[config.mk]
export PLATFORM = sky130hd
export DESIGN_NAME = prog_loader
export DESIGN_NICKNAME = d
export VERILOG_FILES = /design/src/rtl/cpu_pkg.sv /design/src/rtl/prog_ram.sv /design/src/rtl/prog_loader.sv
export SDC_FILE = /design/constraint.sdc
export NUM_CORES = 1
export LEC_CHECK = 0
export ABC_CLOCK_PERIOD_IN_PS = 1800
export BUFFER_PORTS_ARGS = -buffer_cell sky130_fd_sc_hd__buf_4
export CAP_MARGIN = 15
export CORE_ASPECT_RATIO = 0.9
export CORE_MARGIN = 5
export CORE_UTILIZATION = 35
export DETAILED_ROUTE_END_ITERATION = 8
export PLACE_DENSITY = 0.66
export SETUP_SLACK_MARGIN = 0.1
export SLEW_MARGIN = 20
export SYNTH_ARGS = -nofsm -noshare
export SYNTH_HDL_FRONTEND = slang
export SYNTH_SLANG_ARGS = --single-unit
[constraint.sdc]
create_clock -name clk -period 1.8 [get_ports clk]
set_input_delay 0.27 -clock clk [delete_from_list [all_inputs] [get_ports clk]]
set_output_delay 0.27 -clock clk [all_outputs]
set_load 0.02 [all_outputs]
[src/rtl/cpu_pkg.sv]
// Shared types and constants for the CPU instruction store and its loader.
package cpu_pkg;

    localparam int ADDR_W = 3;
    localparam int DATA_W = 4;
    localparam int DEPTH  = 8;

    localparam logic [DATA_W-1:0] NOP_INSTR = 4'b0000;

    typedef enum logic [1:0] {
        IDLE = 2'd0,
        LOAD = 2'd1,
        CSUM = 2'd2,
        RUN  = 2'd3
    } state_t;

    // Running XOR checksum over the loaded program words.
    function automatic logic [DATA_W-1:0] csum_fold(input logic [DATA_W-1:0] acc,
                                                    input logic [DATA_W-1:0] word);
        return acc ^ word;
    endfunction

endpackage

[src/rtl/prog_ram.sv]
// Instruction RAM: one synchronous write port, one asynchronous read port.
module prog_ram #(
    parameter int DEPTH  = 8,
    parameter int DATA_W = 4,
    parameter int ADDR_W = 3
) (
    input  logic              clk,
    input  logic              we,
    input  logic [ADDR_W-1:0] waddr,
    input  logic [DATA_W-1:0] wdata,
    input  logic [ADDR_W-1:0] raddr,
    output logic [DATA_W-1:0] rdata
);

    logic [DATA_W-1:0] mem_r [DEPTH];

    // Write port; contents are not reset, readers gate by committed length.
    always_ff @(posedge clk) begin
        if (we) begin
            mem_r[waddr] <= wdata;
        end
    end

    assign rdata = mem_r[raddr];

endmodule

[src/rtl/prog_loader.sv]
// Program loader: streams nibbles into the instruction RAM and holds the CPU in reset meanwhile.
// Optional trailing checksum word is enabled by defining PROG_CHECKSUM_EN.
module prog_loader
    import cpu_pkg::*;
(
    input  logic              clk,
    input  logic              rstn,
    input  logic              load_start,
    input  logic              load_abort,
    input  logic              load_valid,
    output logic              load_ready,
    input  logic [DATA_W-1:0] load_data,
    input  logic              load_last,
    output logic              load_done,
    output logic              load_err,
    output logic [ADDR_W:0]   prog_len,
    input  logic [ADDR_W-1:0] pc_in,
    output logic [DATA_W-1:0] instr_out,
    output logic              cpu_rstn
);

    localparam logic [ADDR_W-1:0] PTR_ONE  = ADDR_W'(1);
    localparam logic [ADDR_W-1:0] PTR_LAST = ADDR_W'(DEPTH - 1);
    localparam logic [ADDR_W:0]   LEN_ONE  = (ADDR_W + 1)'(1);

    state_t            state_r;
    logic [ADDR_W-1:0] wr_ptr_r;
    logic [ADDR_W:0]   prog_len_r;
    logic              load_ready_r;
    logic              load_done_r;
    logic              load_err_r;
    logic              cpu_rstn_r;
`ifdef PROG_CHECKSUM_EN
    logic [DATA_W-1:0] csum_r;
    logic [ADDR_W:0]   len_pend_r;
`endif

    logic              hs_s;
    logic              term_s;
    logic              wr_en_s;
    logic [DATA_W-1:0] rd_data_s;

    assign hs_s   = load_valid && load_ready_r;
    assign term_s = load_last || (wr_ptr_r == PTR_LAST);

    // Abort and restart take priority over a coincident handshake.
    always_comb begin
        wr_en_s = 1'b0;
        if ((state_r == LOAD) && hs_s && !load_abort && !load_start) begin
            wr_en_s = 1'b1;
        end else begin
            wr_en_s = 1'b0;
        end
    end

    prog_ram #(.DEPTH(DEPTH), .DATA_W(DATA_W), .ADDR_W(ADDR_W)) u_ram (
        .clk   (clk),
        .we    (wr_en_s),
        .waddr (wr_ptr_r),
        .wdata (load_data),
        .raddr (pc_in),
        .rdata (rd_data_s)
    );

    // Loader FSM with registered handshake, status and CPU-reset outputs.
    always_ff @(posedge clk) begin
        if (!rstn) begin
            state_r      <= IDLE;
            wr_ptr_r     <= '0;
            prog_len_r   <= '0;
            load_ready_r <= 1'b0;
            load_done_r  <= 1'b0;
            load_err_r   <= 1'b0;
            cpu_rstn_r   <= 1'b0;
`ifdef PROG_CHECKSUM_EN
            csum_r       <= '0;
            len_pend_r   <= '0;
`endif
        end else begin
            load_done_r <= 1'b0;
            load_err_r  <= 1'b0;
            case (state_r)
                IDLE, RUN: begin
                    if (load_start) begin
                        state_r      <= LOAD;
                        wr_ptr_r     <= '0;
                        prog_len_r   <= '0;
                        load_ready_r <= 1'b1;
                        cpu_rstn_r   <= 1'b0;
`ifdef PROG_CHECKSUM_EN
                        csum_r       <= '0;
`endif
                    end
                end
                LOAD: begin
                    if (load_abort) begin
                        state_r      <= IDLE;
                        prog_len_r   <= '0;
                        load_ready_r <= 1'b0;
                    end else if (load_start) begin
                        wr_ptr_r     <= '0;
`ifdef PROG_CHECKSUM_EN
                        csum_r       <= '0;
`endif
                    end else if (hs_s) begin
                        wr_ptr_r <= wr_ptr_r + PTR_ONE;
                        if (term_s) begin
`ifdef PROG_CHECKSUM_EN
                            state_r    <= CSUM;
                            csum_r     <= csum_fold(csum_r, load_data);
                            len_pend_r <= {1'b0, wr_ptr_r} + LEN_ONE;
`else
                            state_r      <= RUN;
                            prog_len_r   <= {1'b0, wr_ptr_r} + LEN_ONE;
                            load_done_r  <= 1'b1;
                            load_ready_r <= 1'b0;
                            cpu_rstn_r   <= 1'b1;
`endif
                        end else begin
`ifdef PROG_CHECKSUM_EN
                            csum_r <= csum_fold(csum_r, load_data);
`endif
                        end
                    end
                end
                CSUM: begin
`ifdef PROG_CHECKSUM_EN
                    if (load_abort) begin
                        state_r      <= IDLE;
                        prog_len_r   <= '0;
                        load_ready_r <= 1'b0;
                    end else if (load_start) begin
                        state_r  <= LOAD;
                        wr_ptr_r <= '0;
                        csum_r   <= '0;
                    end else if (hs_s) begin
                        load_ready_r <= 1'b0;
                        if (load_data == csum_r) begin
                            state_r     <= RUN;
                            prog_len_r  <= len_pend_r;
                            load_done_r <= 1'b1;
                            cpu_rstn_r  <= 1'b1;
                        end else begin
                            state_r    <= IDLE;
                            prog_len_r <= '0;
                            load_err_r <= 1'b1;
                        end
                    end
`else
                    state_r      <= IDLE;
                    load_ready_r <= 1'b0;
`endif
                end
                default: begin
                    state_r      <= IDLE;
                    load_ready_r <= 1'b0;
                    cpu_rstn_r   <= 1'b0;
                end
            endcase
        end
    end

    assign load_ready = load_ready_r;
    assign load_done  = load_done_r;
    assign load_err   = load_err_r;
    assign prog_len   = prog_len_r;
    assign cpu_rstn   = cpu_rstn_r;
    assign instr_out  = ({1'b0, pc_in} < prog_len_r) ? rd_data_s : NOP_INSTR;

endmodule

==> results of run 1 <==
==> sequential cells by signal (all words and copies together) (netlist names) <==
| register | flops |
|---|---|
| cpu_rstn | 1 |
| load_done | 1 |
| load_ready | 1 |
| prog_len | 4 |
| state_r | 2 |
| u_ram.mem_r | 32 |
| wr_ptr_r | 3 |
==> cell usage in the layout (no fill, tap or decap), types with 2 or more instances in the layout <==
cell type	Yosys	final
a21oi_1	5	4
a22o_1	4	4
a31oi_1	2	2
and2b_4	2	2
buf_4	3	36
clkbuf_8	0	5
clkinv_4	0	2
dfxtp_1	12	7
dfxtp_2	0	5
edfxtp_1	32	32
ha_1	6	4
inv_1	7	6
mux2i_1	7	6
mux4_2	8	8
nand2_1	8	7
nand2b_1	4	4
nand3_1	3	3
nor2_1	15	13
nor2_2	0	2
nor3_1	4	2
o21ai_0	2	2
==> cells by family (layout without fill, tap and decap cells) <==
kind of cell               Yosys count  after routing  synth area share
AOI/OAI and AO/OA                   17             17            0.0592
DFF                                 44             44             0.618
and+or+nand+nor                     42             42             0.122
other                                1              1           0.00193
adders and majority gates            6              6            0.0386
muxes                               15             15             0.129
buffers and inverters               13             51            0.0315
==> critical path: stages (launching register included) <==
cell and delay (ps):
edfxtp_1 370, mux4_2 490, mux2i_2 170, nor2_1 50, buf_4 160
==> timing repair <==
item	4_1_cts	5_1_grt
setup buffers	2	0
gates resized for setup	9	10
endpoints found under the setup margin	4	43
pin swaps	6	3
==> final cells by class <==
cell class	instances	area, sq um	area share
clock buffer	5	68.8	0.0281
tap	67	83.8	0.0342
timing repair buffer	36	270	0.110
multi-input combinational	81	746	0.304
inverter	7	26.3	0.0107
sequential	44	1210	0.493
clock inverter	3	47.5	0.0194
==> where the power goes <==
| group | total [uW] | switching [uW] | internal, uW |
|---|---|---|---|
| sequential | 1100 | 8.88 | 1090 |
| clock | 754 | 336 | 418 |
| combinational | 218 | 115 | 103 |
| total | 2070 | 460 | 1610 |
==> final timing paths <==
kind,slack (ps),start,to,cells past startpoint
max,-9,u_ram.mem_r[7][3],instr_out[3],4
min,200,load_data[1],u_ram.mem_r[0][1],1
max reg2reg,190,state_r[0],prog_len[0],6
min reg2reg,510,wr_ptr_r[0],wr_ptr_r[0],2
==> per-layer routing <==
metal,vias to the layer above,share of wire
li1,587,-
met4,0,0.016
met5,-,0
met2,19,0.51
met1,572,0.44
met3,9,0.039
==> stage by stage <==
| step | cells | hold slack (ps) | setup TNS (ps) |
|---|---|---|---|
| 3_3_place_gp | 233 | 478 | -135 |
| 6_report | 243 | 195 | -9.44 |
| 5_1_grt | 243 | 190 | -325 |
| 4_1_cts | 243 | 191 | -21.3 |
| 2_1_floorplan | 138 | 369 | 0 |
| 3_5_place_dp | 233 | 507 | -167 |
==> flow_summary.toml, run 1 <==
[outcome]
outcome = "finished, violations left"
violations = "setup timing"

[route]
drc = 0
drt_iter0_drc = 55
wl_per_cell_microns = 15.1
ant_nets = 0
drt-total-wl_microns = 3670
firstDrtPassIters = 4
viasPerCell = 4.88
num_vias = 1187

[yosys]
yosysSeqAreaShare = 0.618
netlist.area_leader.share = 0.494
synth_common_cells = "32 x edfxtp_1, 15 x nor2_1, 12 x dfxtp_1"
yosysMostFrequentCell = "edfxtp_1"
synth.largest_area_cell = "edfxtp_1"
synthTopCellsByArea = "edfxtp_1 49%, dfxtp_1 12%, mux4_2 9.3%"
ys_types = 30
synth_async_sr_flop_share = 0
synth_fp_nets = 157
yosys_warnings = 0
synth_edf_count = 32
synth-main-ff-cell = "edfxtp_1"
synthCells = 138
syn_avg_cell_area_sq_um = 14.1
synth_area_sq_um = 1940
ys_ff_latch = 44

[sta]
max_freq_ghz = 0.553
slew_violations = 0
rsz0062_at_grt = "true"
period_share = 1.01
finalSetupViolations = 1
skew_ps = 5.59
final.min_clock_period_ps = 1810
setup_ws_ps = -9.44
final_hold_viol_count = 0

[layout]
fin_util = 0.461
syn_to_final_growth_pct = 26.0
fill_cells = 490
stdcell_area_sq_um = 2450
drive_gt1_frac = 0.432
diodes = 0
nNetsFinal = 194

[grt]
grt_pass1_wl_microns = 6080
track_usage = 0.116
busiest_layer = "met2"
grtUsageMet3 = 0.0349
grt.met2_usage = 0.189
grt_max_degree = 16
grt_overflow = 0
use_met1 = 0.143
antenna_found_initial = 0
grt_pass1_vias = 1212

[clock_tree]
htreeDepth = 2
clock_path_buffers = 2
cts-root-buf = "clkbuf_8"
cts_tree = "built"
numCtsBuffers = 5
hold_buffers = 0
path_clk_slew_ps = 90
clock_sinks = 44
clkLatencyLatePin_ps = 300

[setup_path]
cp_max_fo = 1
start_kind = "flop"
setup.worst_path.class = "reg -> out"
cp.required_ps = 1530
arrival_ps = 1540
end_kind = "output port"

[die]
num_rows = 25
die_area_sq_um = 7150
die_w_microns = 88.6
die_y_microns = 80.7
core_sq_um = 5320
start_util = 0.366
io_pins = 25

[placed_design]
gp_congestion = 0.758
dpl_cell_area_sq_um = 2250
hpwl_microns = 2750
portBuffers = 23
place_ws_ps = -58.0

[run]
max_cap_violations = 0

[pwr]
power_density_nw_per_um2 = 846
finalPower_uw = 2070
ir_drop_v = 0.000307
p_leak_uw = 0.000909

[min_path]
hold_path.class = "in -> reg"
Note: power is estimated with default switching activity, not from simulation.
==> run 2: changes to the inputs <==
--- a/config.mk
+++ b/config.mk
@@ -5,15 +5,15 @@
 export SDC_FILE = /design/constraint.sdc
 export NUM_CORES = 1
 export LEC_CHECK = 0
-export ABC_CLOCK_PERIOD_IN_PS = 1800
+export ABC_CLOCK_PERIOD_IN_PS = 2200
 export BUFFER_PORTS_ARGS = -buffer_cell sky130_fd_sc_hd__buf_4
 export CAP_MARGIN = 15
 export CORE_ASPECT_RATIO = 0.9
 export CORE_MARGIN = 5
 export CORE_UTILIZATION = 35
 export DETAILED_ROUTE_END_ITERATION = 8
-export PLACE_DENSITY = 0.66
-export SETUP_SLACK_MARGIN = 0.1
+export PLACE_DENSITY = 0.64
+export SETUP_SLACK_MARGIN = 0.05
 export SLEW_MARGIN = 20
 export SYNTH_ARGS = -nofsm -noshare
 export SYNTH_HDL_FRONTEND = slang
==> constraint.sdc (replaced) <==
create_clock -name clk -period 2.2 [get_ports clk]
set_input_delay 0.33 -clock clk [delete_from_list [all_inputs] [get_ports clk]]
set_output_delay 0.33 -clock clk [all_outputs]
set_load 0.02 [all_outputs]
==> run 2 against run 1 <==
Effect of this change: the flow now finishes without violations; final cell count fell by 4.5%; clock power fell by 17%; sequential power is 18% lower; cell area shrank 5.9%; clock skew increased by 2.6 ps; utilization is 2.7 points lower; die area unchanged; critical path type unchanged; largest power group unchanged; highest routed layer unchanged.
==> flow_summary.toml, run 2 (synthesis results as in run 1) <==
[outcome]
outcome = "finished clean"

[clock_tree]
path_clk_slew_ps = 90
postCtsSetupRepairBufs = 0
clock_path_buffers = 2
clock_sinks = 44
htreeDepth = 2
hold_buffers = 0
clkLatencyLatePin_ps = 300
cts-root-buf = "clkbuf_8"
numCtsBuffers = 5
cts_tree = "built"

[pwr]
power_density_nw_per_um2 = 730
pwr-share-comb = 0.095
p_seq_frac = 0.535
p_int_uw = 1310
swShare = 0.223
p_leak_uw = 0.000838
p_clk_frac = 0.370
switchingPower_uw = 376
ir_drop_v = 0.000233

[grt]
grt_overflow = 0
grt_max_degree = 16
busiest_layer = "met2"
grtUsageMet3 = 0.0318
grt_pass1_wl_microns = 5910
grt.met2_usage = 0.176
track_usage = 0.111
grt_pass1_vias = 1215
antenna_found_initial = 0
use_met1 = 0.143

[sta]
skew_ps = 8.18
setup_tns_ps = 0
finalSetupViolations = 0
final.min_clock_period_ps = 1960
period_share = 0.893
final_hold_viol_count = 0
slew_violations = 0
rsz0062_at_grt = "false"
max_freq_ghz = 0.509

[route]
firstDrtPassIters = 4
viasPerCell = 4.88
num_vias = 1133
drc = 0
drt-total-wl_microns = 3480
wl_per_cell_microns = 15.0
drt_iter0_drc = 88
ant_nets = 0

[layout]
drive_gt1_frac = 0.303
nNetsFinal = 183
fill_cells = 487
syn_to_final_growth_pct = 18.6
final_common_cell = "edfxtp_1"
stdcell_count = 232
diodes = 0
largest_register = "u_ram.mem_r"
layout_common_cells = "32 x edfxtp_1, 25 x buf_4, 15 x nor2_1"
largest_register_ffs = 32

[setup_path]
crit_path_end = "instr_out[1]"
slowest_delay_ps = 380
path_cells = "inv_1, ha_1, a211oi_2, nor3_2, nor2_1, buf_4"
path_buf_inv = 2
ff2ff_path_depth = 5
r2r_slack_ps = 300
setup.worst_path.class = "reg -> out"
crit_start = "prog_len[1]"
cp.required_ps = 1870
crit_cells = 6
arrival_ps = 1630
rr_endpoint = "u_ram.mem_r[5][3]"
crit_slowest_cell = "dfxtp_1"
critical_path.top_delay_family = "simple AND/OR/NAND/NOR gates"
cp_max_fo = 4
crit-reg2reg-launch = "state_r[0]"
start_kind = "flop"
end_kind = "output port"

[min_path]
hold_path.class = "in -> reg"
holdPathStages = 1

[placed_design]
placedCellCount = 224
portBuffers = 23
hpwl_microns = 2680
gp_congestion = 0.851

[die]
num_rows = 25
die_area_sq_um = 7150
core_sq_um = 5320
io_pins = 25
start_util = 0.366
die_w_microns = 88.6
die_y_microns = 80.7

[run]
max_cap_violations = 0
## run 2: cell count changes in the layout (fill, tap and decap cells not counted), moves of 2 or more
cell      previous run  this run
ha_1                 4         6
nor2_2               2         0
nor2_1              13        15
clkinv_4             2         0
dfxtp_2              5         0
buf_4               36        25
dfxtp_1              7        12
## run 2: how the worst min path moves through the flow
stage | from | end | slack (ps)
6_report | load_data[2] | u_ram.mem_r[2][2] | 270
5_1_grt | load_data[3] | u_ram.mem_r[0][3] | 270
4_1_cts | load_data[3] | u_ram.mem_r[1][3] | 270
3_5_place_dp | wr_ptr_r[0] | wr_ptr_r[0] | 490
3_3_place_gp | cpu_rstn | cpu_rstn | 470
2_1_floorplan | load_data[0] | u_ram.mem_r[0][0] | 430
## run 2: per-stage QoR
stage / setup slack (ps) / power (uW) / hold WS [ps] / cell area (sq um) / util
3_3_place_gp: 311 / 1070 / 472 / 2180 / 0.410
4_1_cts: 172 / 1690 / 269 / 2300 / 0.433
2_1_floorplan: 473 / 1030 / 429 / 1940 / -
6_report: 236 / 1680 / 268 / 2310 / 0.434
5_1_grt: 87.8 / 1750 / 265 / 2310 / 0.434
3_5_place_dp: 275 / 1080 / 486 / 2180 / 0.410
## run 2: layout make-up
| type | count | area, sq um | share of cell area |
|---|---|---|---|
| flip-flops and latches | 44 | 1200 | 0.521 |
| multi-input cells | 81 | 692 | 0.300 |
| repair buffers | 25 | 188 | 0.0814 |
| well taps | 67 | 83.8 | 0.0364 |
| clock buffers | 5 | 68.8 | 0.0298 |
| clock inverters | 3 | 46.3 | 0.0201 |
| inverters | 7 | 26.3 | 0.0114 |
## run 2: metal layers
metal  up-vias  share of wire
li1        562              -
met4         0          0.010
met2        22           0.47
met5         -              0
met3         2          0.044
met1       547           0.47
## run 2: what timing repair did
item / CTS / global route
cloned: 0 / 0
gates resized for setup: 1 / 1
endpoints found under the hold margin: 0 / 0
setup endpoints to repair: 4 / 1
pin swaps: 0 / 0
## run 2: power groups by stage
stage               sequential [uW]  clock, uW  combinational, uW
floorplan                       921          0                107
global placement                918          0                154
detailed placement              919          0                159
CTS                             900        631                160
global route                    901        676                178
finish                          900        623                159
## run 2: worst reg2reg max path: cells and delay by family (launching register included)
family,cells,cell delay (ps)
fa+ha+maj,1,280
simple gates,4,910
flops,1,370
